**src/rtl/mux4_arbiter_pkg.sv**
```systemverilog
// Shared types, sizes and the round-robin pick helper for the mux4 arbiter.
package mux4_arb_pkg;

  localparam int NUM_REQ = 4;
  localparam int SEL_W   = 2;
  localparam int CNT_W   = 4;

  // Arbiter FSM states: IDLE has no owner, OWN has exactly one granted requester.
  typedef enum logic [0:0] {
    IDLE = 1'b0,
    OWN  = 1'b1
  } state_e;

  // Result of a round-robin scan: valid when any unmasked request was found.
  typedef struct packed {
    logic             valid;
    logic [SEL_W-1:0] idx;
  } pick_t;

  // One-hot vector with bit idx set.
  function automatic logic [NUM_REQ-1:0] onehot(input logic [SEL_W-1:0] idx);
    logic [NUM_REQ-1:0] v;
    v      = '0;
    v[idx] = 1'b1;
    return v;
  endfunction

  // First asserted, unmasked request scanning ptr, ptr+1, ... (mod NUM_REQ).
  // The scan runs from the farthest offset down so the nearest hit is written last.
  function automatic pick_t rr_pick(input logic [NUM_REQ-1:0] req,
                                    input logic [SEL_W-1:0]   ptr,
                                    input logic [NUM_REQ-1:0] mask);
    pick_t              p;
    logic [NUM_REQ-1:0] eff;
    logic [SEL_W-1:0]   idx;
    p   = '0;
    eff = req & ~mask;
    for (int k = NUM_REQ - 1; k >= 0; k--) begin
      idx = ptr + SEL_W'(k);
      if (eff[idx]) begin
        p.valid = 1'b1;
        p.idx   = idx;
      end
    end
    return p;
  endfunction

endpackage

```
**src/rtl/mux4_arbiter_mux4.sv**
```systemverilog
// Plain combinational 4->1 single-bit multiplexer used for the arbiter output path.
module mux4
  import mux4_arb_pkg::*;
(
  input  logic             d0,
  input  logic             d1,
  input  logic             d2,
  input  logic             d3,
  input  logic [SEL_W-1:0] sel,
  output logic             z
);

  // Select one data bit; no storage on this path.
  always_comb begin
    z = d0;
    case (sel)
      2'd0:    z = d0;
      2'd1:    z = d1;
      2'd2:    z = d2;
      2'd3:    z = d3;
      default: z = d0;
    endcase
  end

endmodule

```
**src/rtl/mux4_arbiter.sv**
```systemverilog
// Round-robin arbiter for four single-bit requesters driving a shared mux4.
// Grants are registered and bounded to HOLD_MAX consecutive cycles (legal 1..15).
//
// Request/grant semantics: a requester holds req[i] high for as long as it wants
// the output; gnt[i] high in a cycle means it owns the mux that cycle. Dropping
// req[i] before an edge releases ownership at that edge with no extra cycle.
module mux4_arbiter
  import mux4_arb_pkg::*;
#(
  parameter int HOLD_MAX = 4
) (
  input  logic               clk,
  input  logic               rst_n,
  input  logic [NUM_REQ-1:0] req,
  input  logic [NUM_REQ-1:0] d,
  output logic [NUM_REQ-1:0] gnt,
  output logic [SEL_W-1:0]   sel,
  output logic               z,
  output logic               busy,
  output logic [0:0]         dbg_state
);

  localparam logic [0:0]       ST_IDLE  = IDLE;
  localparam logic [0:0]       ST_OWN   = OWN;
  localparam logic [CNT_W-1:0] HOLD_CNT = CNT_W'(HOLD_MAX);

  logic [0:0]         state_q, state_n;
  logic [SEL_W-1:0]   ptr_q,   ptr_n;
  logic [CNT_W-1:0]   cnt_q,   cnt_n;
  logic [NUM_REQ-1:0] gnt_q,   gnt_n;
  logic [SEL_W-1:0]   sel_q,   sel_n;
  logic               busy_q,  busy_n;

  // Owner-side release terms; sel_q holds the current owner index while in OWN.
  logic               owner_req;
  logic               rel_hit;
  logic [SEL_W-1:0]   rel_ptr;
  logic [NUM_REQ-1:0] rel_mask;
  pick_t              pick_idle;
  pick_t              pick_rel;

  assign owner_req = req[sel_q];
  assign rel_hit   = !owner_req || (cnt_q == HOLD_CNT);
  assign rel_ptr   = sel_q + SEL_W'(1);
  // A dropped owner is excluded explicitly; an expired owner stays eligible so a
  // lone requester is simply re-granted.
  assign rel_mask  = owner_req ? {NUM_REQ{1'b0}} : onehot(sel_q);
  assign pick_idle = rr_pick(req, ptr_q, {NUM_REQ{1'b0}});
  assign pick_rel  = rr_pick(req, rel_ptr, rel_mask);

  // Next-state logic: arbitrate from IDLE, or hold/hand over from OWN.
  always_comb begin
    state_n = state_q;
    ptr_n   = ptr_q;
    cnt_n   = cnt_q;
    gnt_n   = gnt_q;
    sel_n   = sel_q;
    busy_n  = busy_q;
    case (state_q)
      ST_IDLE: begin
        if (pick_idle.valid) begin
          state_n = ST_OWN;
          gnt_n   = onehot(pick_idle.idx);
          sel_n   = pick_idle.idx;
          busy_n  = 1'b1;
          cnt_n   = CNT_W'(1);
        end else begin
          gnt_n  = '0;
          busy_n = 1'b0;
        end
      end
      ST_OWN: begin
        if (rel_hit) begin
          ptr_n = rel_ptr;
          if (pick_rel.valid) begin
            // Direct handover: no idle bubble between owners.
            gnt_n  = onehot(pick_rel.idx);
            sel_n  = pick_rel.idx;
            busy_n = 1'b1;
            cnt_n  = CNT_W'(1);
          end else begin
            // Nobody waiting: sel keeps pointing at the last owner.
            state_n = ST_IDLE;
            gnt_n   = '0;
            busy_n  = 1'b0;
          end
        end else begin
          cnt_n = cnt_q + CNT_W'(1);
        end
      end
      default: begin
        state_n = ST_IDLE;
        gnt_n   = '0;
        busy_n  = 1'b0;
      end
    endcase
  end

  // State registers with synchronous active-low reset.
  always_ff @(posedge clk) begin
    if (!rst_n) begin
      state_q <= ST_IDLE;
      ptr_q   <= '0;
      cnt_q   <= '0;
      gnt_q   <= '0;
      sel_q   <= '0;
      busy_q  <= 1'b0;
    end else begin
      state_q <= state_n;
      ptr_q   <= ptr_n;
      cnt_q   <= cnt_n;
      gnt_q   <= gnt_n;
      sel_q   <= sel_n;
      busy_q  <= busy_n;
    end
  end

  assign gnt       = gnt_q;
  assign sel       = sel_q;
  assign busy      = busy_q;
  assign dbg_state = state_q;

  mux4 u_mux4 (
    .d0  (d[0]),
    .d1  (d[1]),
    .d2  (d[2]),
    .d3  (d[3]),
    .sel (sel_q),
    .z   (z)
  );

endmodule

```
**config.mk**
```make
export PLATFORM = sky130hd
export DESIGN_NAME = mux4_arbiter
export DESIGN_NICKNAME = d
export VERILOG_FILES = /design/src/rtl/mux4_arbiter_pkg.sv /design/src/rtl/mux4_arbiter_mux4.sv /design/src/rtl/mux4_arbiter.sv
export SDC_FILE = /design/constraint.sdc
export NUM_CORES = 1
export LEC_CHECK = 0
export CORE_MARGIN = 2
export CORE_UTILIZATION = 45
export CTS_BUF_LIST = sky130_fd_sc_hd__clkbuf_8
export DETAILED_ROUTE_END_ITERATION = 7
export DONT_BUFFER_PORTS = 1
export PLACE_DENSITY = 0.69
export SYNTH_ARGS = -nofsm -noshare
export SYNTH_HDL_FRONTEND = slang
export SYNTH_SLANG_ARGS = --single-unit
```
**constraint.sdc**
```tcl
create_clock -name clk -period 2.05 [get_ports clk]
set_clock_uncertainty 0.1 [all_clocks]
set_input_delay 0 -clock clk [delete_from_list [all_inputs] [get_ports clk]]
set_output_delay 0 -clock clk [all_outputs]
set_load 0.01 [all_outputs]
```
==> impl_metrics.yaml <==
outcome:
  outcome: "finished with violations"
  violations: "setup timing"
synth:
  ys_ff_latch: 14
  syn_nets: 144
  synthArstFlopShare: 0
  synth-main-ff-cell: "dfxtp_1"
  synth-warning-count: 0
  netlist_area_um2: 1065
  synth-edff-count: 0
  synth_cell_types: 46
  syn_inst: 128
  yosysSeqAreaShare: 0.2632
  avgSynthCellArea_um2: 8.319
global_route:
  overflow: 0
  grt_pass1_wl_um: 4367
  grt_max_degree: 15
  grt_usage: 0.2110
  grt_pass1_vias: 978
  antenna_found_initial: 0
floorplan:
  die_x_um: 52.65
  io_pins: 19
  rows: 17
  die_y_um: 52.65
  coreArea_um2: 2233
  die-area_um2: 2772
  initial_utilization: 0.4768
worst_setup_path:
  startpoint_type: "flip-flop"
  crit_type: "flip-flop to flip-flop"
  endpoint_kind: "flip-flop"
  arrival_ns: 2.10
  critPathRequiredTime_ns: 2.09
  worstPathMaxFanout: 7
  r2r_cells: 8
timing:
  final-setup-viol-count: 2
  timing.final.ws_setup_ns: -0.009128
  slew_headroom: 0.6386
  hold_violations: 0
  rsz0062_at_grt: "true"
  maxSlewViolCount: 0
  period_share: 1.004
  fin_crit_ns: 2.059
  worst_slew_pin_slew_ns: 0.5379
  max_freq_mhz: 485.6
route:
  wl_per_cell_um: 16.04
  drt-initial-drc-count: 28
  drc: 0
  drtAntennaViolNets: 0
  vias_per_cell: 5.938
  vias: 1051
  dr.pass1.iters: 4
  wl_um: 2839
final_layout:
  drive_gt1_frac: 0.4027
  syn2layout_area_growth_pct: 38.78
  nets: 166
  final_cells: 177
  diodes: 0
  nFillCells: 184
clock_tree:
  path_clk_slew_ns: 0.06
  clock-sinks: 14
  clock_tree.buffer_depth: 2
  cts_root_buf: "clkbuf_8"
  ctsHtreeMaxLevel: 1
  cts_tree: "built"
  clkLatencyLatePin_ns: 0.24
  cts_buffers: 3
job:
  drv_cap: 0
placed_design:
  dp_cells: 169
  gp_congestion: 0.8823
  dp_slack_ns: -0.1309
  dp_hpwl_um: 1987
  port_buffers: 0
worst_hold_path:
  holdPathStages: 2
  hold_class: "input port to output pin"
pwr:
  peakVddDrop_mv: 0.7513
  finalPower_mw: 1.173
  pwr_density_cell_nw_per_um2: 793.9
  p_leak_nw: 0.5813
-- state kept, by name, indices dropped and copies added (netlist names) --
name	flops
cnt_q	4
gnt	4
ptr_q	2
sel	2
busy	1
dbg_state	1
-- worst max-delay path, stage by stage, from the launching register on --
cell       delay [ns]
dfxtp_4          0.38
ha_4             0.18
nor3b_4          0.15
buf_4            0.13
o221ai_2         0.25
a2111oi_4        0.08
a211oi_4         0.29
and3b_1          0.21
o21a_1           0.17
-- cell usage in the layout, fill, tap and decap left out, types with 3 or more instances in the layout --
master	Yosys	layout
a21oi_1	12	9
nor3_1	3	3
buf_4	0	19
inv_1	9	8
o21ai_0	7	7
mux2i_1	6	4
nor2_1	12	10
ha_1	6	3
nand2_1	6	6
nor2b_1	5	5
ha_4	0	3
dfxtp_1	14	12
clkbuf_8	0	4
-- timing repair --
| item | in CTS | in global routing |
|---|---|---|
| resized for setup | 15 | 14 |
| setup buffers | 2 | 0 |
| hold buffers | 1 | 1 |
| hold endpoints to repair | 14 | 1 |
| pin swaps | 8 | 7 |
| endpoints found under the setup margin | 11 | 11 |
-- layout make-up --
class	count	area (µm²)	area share
Tap cell	28	35.03	0.02371
Timing Repair Buffer	22	173.9	0.1177
Inverter	9	38.79	0.02625
Clock buffer	4	55.05	0.03726
Multi-Input combinational cell	100	887.1	0.6003
Sequential cell	14	287.8	0.1947
-- path summary, 6_finish.rpt --
kind	startpoint	to	slack [ns]
setup / recovery	sel[1]	cnt_q[3]	-0.009
hold / removal	d[0]	z	0.04
hold reg to reg	cnt_q[2]	cnt_q[2]	0.41
setup reg to reg	sel[1]	cnt_q[3]	-0.009
-- Yosys cell counts, drive strengths merged, types with 3 or more instances --
library cell  number  area [µm²]
mux2i              6       60.06
nor3               3       15.01
ha                 6       75.07
nand2              6       22.52
o21ai              8       40.03
a21oi             12       60.06
buf                4       32.53
nor3b              3       27.52
inv                9       33.78
nor2              12       45.04
a211oi             4       35.03
nor2b              5       31.28
dfxtp             14       280.3
-- metrics by stage --
stage,TNS [ns],instance area [µm²],hold slack (ns),util
6_report,-0.01054,1478,0.03840,0.6616
4_1_cts,-0.009698,1396,0.02319,0.6252
3_5_place_dp,-0.5735,1232,0.02468,0.5518
3_3_place_gp,-0.2290,1232,0.02049,0.5518
5_1_grt,-0.6689,1478,0.05411,0.6616
2_1_floorplan,0,1109,0.02707,-
-- cell families (layout without fill, tap and decap cells) --
| family | Yosys count | in the layout | share of synthesized area |
|---|---|---|---|
| AOI/OAI and AO/OA | 44 | 44 | 0.3020 |
| and+or+nand+nor | 44 | 44 | 0.2385 |
| DFF | 14 | 14 | 0.2632 |
| adders and majority gates | 6 | 6 | 0.07050 |
| muxes | 6 | 6 | 0.05641 |
| buffers and inverters | 14 | 35 | 0.06933 |
-- metal layers --
layer / share of wire / vias up / routed length, µm / track usage
li1: - / 517 / - / -
met1: 0.46 / 498 / 1319 / 0.2727
met2: 0.47 / 34 / 1341 / 0.3479
met3: 0.061 / 2 / 173 / 0.06286
met4: 0.0018 / 0 / 5 / 0.03846
met5: 0 / - / 0 / 0
-- power breakdown --
part           internal [mW]  switching, mW
logic                  0.275          0.272
registers              0.311         0.0517
clock network          0.170         0.0935
total                  0.756          0.417
(Power assumes the default switching activity.)
